**src/rtl/sobel_pkg.sv**
```systemverilog
// Shared constants for the Sobel pipeline: window bus geometry and slice offsets.
package sobel_pkg;

  localparam int unsigned PIX_W = 8;
  localparam int unsigned WIN_W = 9 * PIX_W;

  localparam int unsigned P00_LSB = 8 * PIX_W;
  localparam int unsigned P01_LSB = 7 * PIX_W;
  localparam int unsigned P02_LSB = 6 * PIX_W;
  localparam int unsigned P10_LSB = 5 * PIX_W;
  localparam int unsigned P11_LSB = 4 * PIX_W;
  localparam int unsigned P12_LSB = 3 * PIX_W;
  localparam int unsigned P20_LSB = 2 * PIX_W;
  localparam int unsigned P21_LSB = 1 * PIX_W;
  localparam int unsigned P22_LSB = 0;

  // LSB of p[r][c] on a window bus of pixel width pw (p00 occupies the top slice).
  function automatic int unsigned win_lsb(input int unsigned r, input int unsigned c,
                                          input int unsigned pw);
    return (8 - (3 * r + c)) * pw;
  endfunction

endpackage

```
**src/rtl/sobel_line_buffer.sv**
```systemverilog
// One image row of storage: registered write, read returns the pre-write contents.
module sobel_line_buffer #(
  parameter int unsigned DEPTH = 128,
  parameter int unsigned WIDTH = 8
) (
  input  logic                     clk_i,
  input  logic                     we_i,
  input  logic [$clog2(DEPTH)-1:0] addr_i,
  input  logic [WIDTH-1:0]         wdata_i,
  output logic [WIDTH-1:0]         rdata_o
);

  // No reset: stale contents are never used before a full row has been written.
  logic [WIDTH-1:0] mem_q [DEPTH];

  assign rdata_o = mem_q[addr_i];

  always_ff @(posedge clk_i) begin
    if (we_i) mem_q[addr_i] <= wdata_i;
  end

endmodule

```
**src/rtl/sobel_window_gen.sv**
```systemverilog
// Raster pixel stream to 3x3 neighbourhood windows, one per interior pixel.
module sobel_window_gen #(
  parameter int unsigned IMG_WIDTH  = 128,
  parameter int unsigned IMG_HEIGHT = 128,
  parameter int unsigned PIX_W      = 8
) (
  input  logic               clk,
  input  logic               reset,
  input  logic [PIX_W-1:0]   pix_in,
  input  logic               pix_valid,
  input  logic               pix_sof,
  output logic               pix_ready,
  output logic [9*PIX_W-1:0] win_out,
  output logic               win_valid,
  input  logic               win_ready,
  output logic               frame_done
);
  import sobel_pkg::*;

  localparam int unsigned CW = $clog2(IMG_WIDTH);
  localparam int unsigned RW = $clog2(IMG_HEIGHT);
  localparam logic [CW-1:0] LAST_COL = CW'(IMG_WIDTH - 1);
  localparam logic [RW-1:0] LAST_ROW = RW'(IMG_HEIGHT - 1);

  logic [CW-1:0]      col_q, col_d, eff_col;
  logic [RW-1:0]      row_q, row_d, eff_row;
  logic [PIX_W-1:0]   lb0_rd, lb1_rd;
  logic [PIX_W-1:0]   win_q [3][3];
  logic [PIX_W-1:0]   win_d [3][3];
  logic [9*PIX_W-1:0] win_out_q, win_out_d;
  logic               win_valid_q, win_valid_d;
  logic               frame_done_q, frame_done_d;
  logic               accept;

  assign pix_ready  = !win_valid_q || win_ready;
  assign accept     = pix_valid && pix_ready;
  assign eff_col    = pix_sof ? '0 : col_q;
  assign eff_row    = pix_sof ? '0 : row_q;
  assign win_out    = win_out_q;
  assign win_valid  = win_valid_q;
  assign frame_done = frame_done_q;

  sobel_line_buffer #(.DEPTH(IMG_WIDTH), .WIDTH(PIX_W)) u_lb0 (
    .clk_i   (clk),
    .we_i    (accept),
    .addr_i  (eff_col),
    .wdata_i (pix_in),
    .rdata_o (lb0_rd)
  );

  sobel_line_buffer #(.DEPTH(IMG_WIDTH), .WIDTH(PIX_W)) u_lb1 (
    .clk_i   (clk),
    .we_i    (accept),
    .addr_i  (eff_col),
    .wdata_i (lb0_rd),
    .rdata_o (lb1_rd)
  );

  always_comb begin
    col_d        = col_q;
    row_d        = row_q;
    win_d        = win_q;
    win_out_d    = win_out_q;
    win_valid_d  = win_valid_q && !win_ready;
    frame_done_d = 1'b0;
    if (accept) begin
      for (int unsigned r = 0; r < 3; r++) begin
        win_d[r][0] = win_q[r][1];
        win_d[r][1] = win_q[r][2];
      end
      win_d[0][2] = lb1_rd;
      win_d[1][2] = lb0_rd;
      win_d[2][2] = pix_in;
      if (eff_col == LAST_COL) begin
        col_d        = '0;
        row_d        = (eff_row == LAST_ROW) ? '0 : eff_row + RW'(1);
        frame_done_d = (eff_row == LAST_ROW);
      end else begin
        col_d = eff_col + CW'(1);
        row_d = eff_row;
      end
      // Gating on col >= 2 drops the two columns left over from the previous row.
      if (eff_row >= RW'(2) && eff_col >= CW'(2)) begin
        win_valid_d = 1'b1;
        for (int unsigned r = 0; r < 3; r++) begin
          for (int unsigned c = 0; c < 3; c++) begin
            win_out_d[win_lsb(r, c, PIX_W) +: PIX_W] = win_d[r][c];
          end
        end
      end
    end
  end

  always_ff @(posedge clk or posedge reset) begin
    if (reset) begin
      col_q        <= '0;
      row_q        <= '0;
      win_q        <= '{default: '0};
      win_out_q    <= '0;
      win_valid_q  <= 1'b0;
      frame_done_q <= 1'b0;
    end else begin
      col_q        <= col_d;
      row_q        <= row_d;
      win_q        <= win_d;
      win_out_q    <= win_out_d;
      win_valid_q  <= win_valid_d;
      frame_done_q <= frame_done_d;
    end
  end

endmodule

```
**config.mk**
```make
export PLATFORM = sky130hd
export DESIGN_NAME = sobel_window_gen
export DESIGN_NICKNAME = d
export VERILOG_FILES = /design/src/rtl/sobel_pkg.sv /design/src/rtl/sobel_line_buffer.sv /design/src/rtl/sobel_window_gen.sv
export SDC_FILE = /design/constraint.sdc
export NUM_CORES = 2
export LEC_CHECK = 0
export CORE_MARGIN = 4
export CORE_UTILIZATION = 63
export DETAILED_ROUTE_END_ITERATION = 10
export PLACE_DENSITY_LB_ADDON = 0.1
export SLEW_MARGIN = 40
export SYNTH_ARGS = -nofsm -noshare
export SYNTH_HDL_FRONTEND = slang
export SYNTH_HIERARCHICAL = 1
export SYNTH_SLANG_ARGS = --single-unit
```
**constraint.sdc**
```tcl
create_clock -name clk -period 7.2 [get_ports clk]
set_input_delay 1.44 -clock clk [delete_from_list [all_inputs] [get_ports clk]]
set_output_delay 1.44 -clock clk [all_outputs]
set_load 0.05 [all_outputs]
```
==> metrics.md <==
| Metric | Value |
|---|---|
| Status | completed |
| CTS Buf Count | 209 |
| Layout cells sized above 1 | 16.45% |
| Port buffer count | 87 |
| Core Footprint | 135800 um2 |
| Worst EP arrival | 6.73 ns |
| Post-route core utilization | 71.00% |
| Crit Path Max Fanout | 130 |
| Met2 usage in global routing | 49.70% |
| Height of the die | 378.2 um |
| # IOs | 88 |
| Layout Cells excl Fill | 7504 |
| Register area | 64900 um2 |
| Dpl hpwl | 148700 um |
| Fillers | 8635 |
| Met1 Usage GRT | 50.53% |
| Post-Synthesis Cell Area | 86360 um2 |
| Clock Skews | 0.02703 ns |
| Slew @ Worst Pin | 0.9289 ns |
| DR vias | 54240 |
| Post-synth EDFFs | 2048 |
| Total GRT Usage | 34.74% |
| Max-slew violation count | 0 |
| Synth-to-layout area growth | 11.64% |
| Initial Util | 63.59% |
| CP max stage cell | clkdlybuf4s50_1 |
| Delay-heaviest family, CP | buffers and inverters |
| Worst Path Class, Setup | in -> reg |
| TritonCTS clock tree | done |
| Seq/Total Area, Yosys | 75.15% |
| Antenna violations before repair | 3 |
| VDD IR-drop max | 0.2826 mV |
| CTS Root Cell | clkbuf_16 |
| Placed Cells incl. Taps | 7116 |
| Hold slack | 0.4743 ns |
| Yosys reg bits | 2184 |
| Max cap viols | 0 |
| Worst path cell trace | clkdlybuf4s50_1 > nand2b_1 > inv_8 > nor2_4 > buf_4 > a21oi_1 > o21ai_0 > o21ai_0 > a311oi_1 > o21ai_1 > nand4_1 > buf_12 > mux2_4 |
| Finish-stage setup viols | 0 |
| Clk_lat worst skew | 0.83 ns |
| Cell taking the most area after synthesis | edfxtp_1 |
| Most common cell after layout, fill and taps aside | edfxtp_1 |
| Final WL | 249700 um |
| Top post-synthesis cells by area | edfxtp_1 (71%), a221oi_1 (4.5%), dfrtp_1 (3.9%) |
| Gr ovfl total | 0 |
| Maximum clock insertion buffer count | 3 |
| Post-CTS setup buffers | 0 |
| RSZ-0062 raised after global routing | false |
| Setup TNS | 0 ns |
| Tot Pwr | 29.50 mW |
| Crit path capture type | register |
| Power per cell area | 306.0 nW/um2 |
| # rows | 135 |
| CTS Hold Buffers Added | 0 |
| Final Hold Viols | 0 |
| First-pass GRT wire length | 360000 um |
| Number of nets in the layout | 5565 |
| Avg Cell Area, Syn | 15.98 um2 |
| Most used DFF post-synth | edfxtp_1 |
| Worst path required time | 7.95 ns |
| Post-CTS resize count | 0 |
| CTS sink count | 2184 |
| Yosys cell types | 75 |
| DIE WIDTH | 378.2 um |
| Clock slew at the register clock pins of the worst setup and hold paths | 0.06 ns |
| Die ar. | 143100 um2 |
| CP peak stage delay | 0.78 ns |
| Asr flop ratio synth | 6.227% |
| Peak Freq | 0.1675 GHz |
| Wire per inst | 33.28 um |
| Met3 usage | 12.44% |
| Footprint of the multi-input gates | 19570 um2 |
| H-Tree Depth | 4 |
| Final Cycle Share | 82.93% |
| 1st-iter DRT viols | 8377 |
| Largest net degree at the start of global routing | 131 |
| Share of the synthesized area in the top cell type | 71.21% |
| DRC Markers | 0 |
| Hold Path Class | reg -> reg |
| Vias in the first global route | 51747 |
| Normalized max-slew margin | 37.88% |
| Final ANT Viol Nets | 0 |
| Routability cong. | 0.9161 |
| Syn Nets | 5421 |
| Synth Instances | 5404 |
| DR pass1 iterations | 6 |
| Leak pwr | 31.15 nW |
| Yosys warns | 6 |
| Buf+Inv Stages, Crit Path | 4 |
| Startpoint Class | primary input |
| Gr busiest metal | met1 |
| Via density per instance | 7.228 |
| Tmin final | 5.971 ns |
| Most used cell, CP | o21ai_0 |
| Commonest cells after routing, fill and taps aside | edfxtp_1 (2048), a221oi_1 (439), nor2_1 (364) |
state kept, by name, indices dropped and copies added, names as in the netlist:
| name | count |
|---|---|
| row_q | 7 |
| frame_done | 1 |
| win_out | 72 |
| win_valid | 1 |
| col_q | 7 |
| u_lb0/mem_q | 1024 |
| u_lb1/mem_q | 1024 |
| win_q | 48 |
worst min-delay path, cell delays in order (launching register included):
cell and delay, ns:
dfrtp_1 0.34, nand2_1 0.05, nand2_1 0.05
power by group:
group,internal [mW],total [mW],switching [mW]
registers,14.6,14.8,0.201
clock network,5.84,10.4,4.55
logic,1.32,4.34,3.02
total,21.7,29.5,7.77
cell type report:
type | count | area share [%]
antenna | 4 | 0.01038
clock buffer | 282 | 5.916
clock inverter | 100 | 0.7228
inverter | 16 | 0.07786
multi-input combinational | 2790 | 20.30
sequential | 2184 | 67.31
tap | 1781 | 2.311
timing repair buffer | 347 | 3.347
cell families after synthesis:
logic type,share of synthesized area (%)
flip-flops,75.15
AO/OA/AOI/OAI,11.97
AND/OR/NAND/NOR,5.135
buffers and inverters,2.730
multiplexers,4.942
adder cells (fa/ha/maj),0.05795
XOR/XNOR,0.01014
synth_stat cells (11+ instances only):
master    count
o22ai_1      49
mux2_1       11
a22oi_1     147
o221ai_1     34
mux2_2      120
mux2i_1     123
a22o_1       82
nand2_1     360
o21ai_0     173
a211oi_1     17
buf_6        46
clkbuf_1    158
nand4_1      20
o211ai_1     24
buf_2       160
o22a_1       22
edfxtp_1   2048
buf_4        18
mux4_2       22
a221o_1      41
nor2b_1      33
nand2b_1     18
inv_1        16
o31ai_1      16
mux2_4       71
nor3_1       34
a21oi_1     253
a221oi_1    440
dfrtp_1     136
nand3_1      38
nor2_1      483
buf_1        24
and2_1       11
worst paths after layout:
path	start	end	slack (ns)	cells after the start
setup / recovery	pix_sof	win_out[29]	1.23	13
hold / removal	win_q[35]	win_q[35]	0.47	2
setup reg to reg	col_q[1]	win_out[51]	2.29	11
hold reg to reg	win_q[35]	win_q[35]	0.47	2
max in group asynchronous	reset	col_q[3]	5.02	3
min in group asynchronous	reset	win_out[44]	1.06	2
through the flow:
stage                     instance area (um2)  setup slack, ns
after global routing                    96410            1.225
after detailed placement                89810           0.6596
after floorplan                         86360           0.6080
final                                   96420            1.229
after CTS                               96220            1.508
after global placement                  89580           0.5489
routing by layer:
metal / wire, um / part of all wire (%) / up-vias
met5: 205 / 0.082 / -
met4: 8079 / 3.2 / 6
met3: 39510 / 16 / 607
met2: 108400 / 43 / 4377
met1: 93550 / 37 / 27296
li1: - / - / 21954
Note: power is estimated with default switching activity, not from simulation.
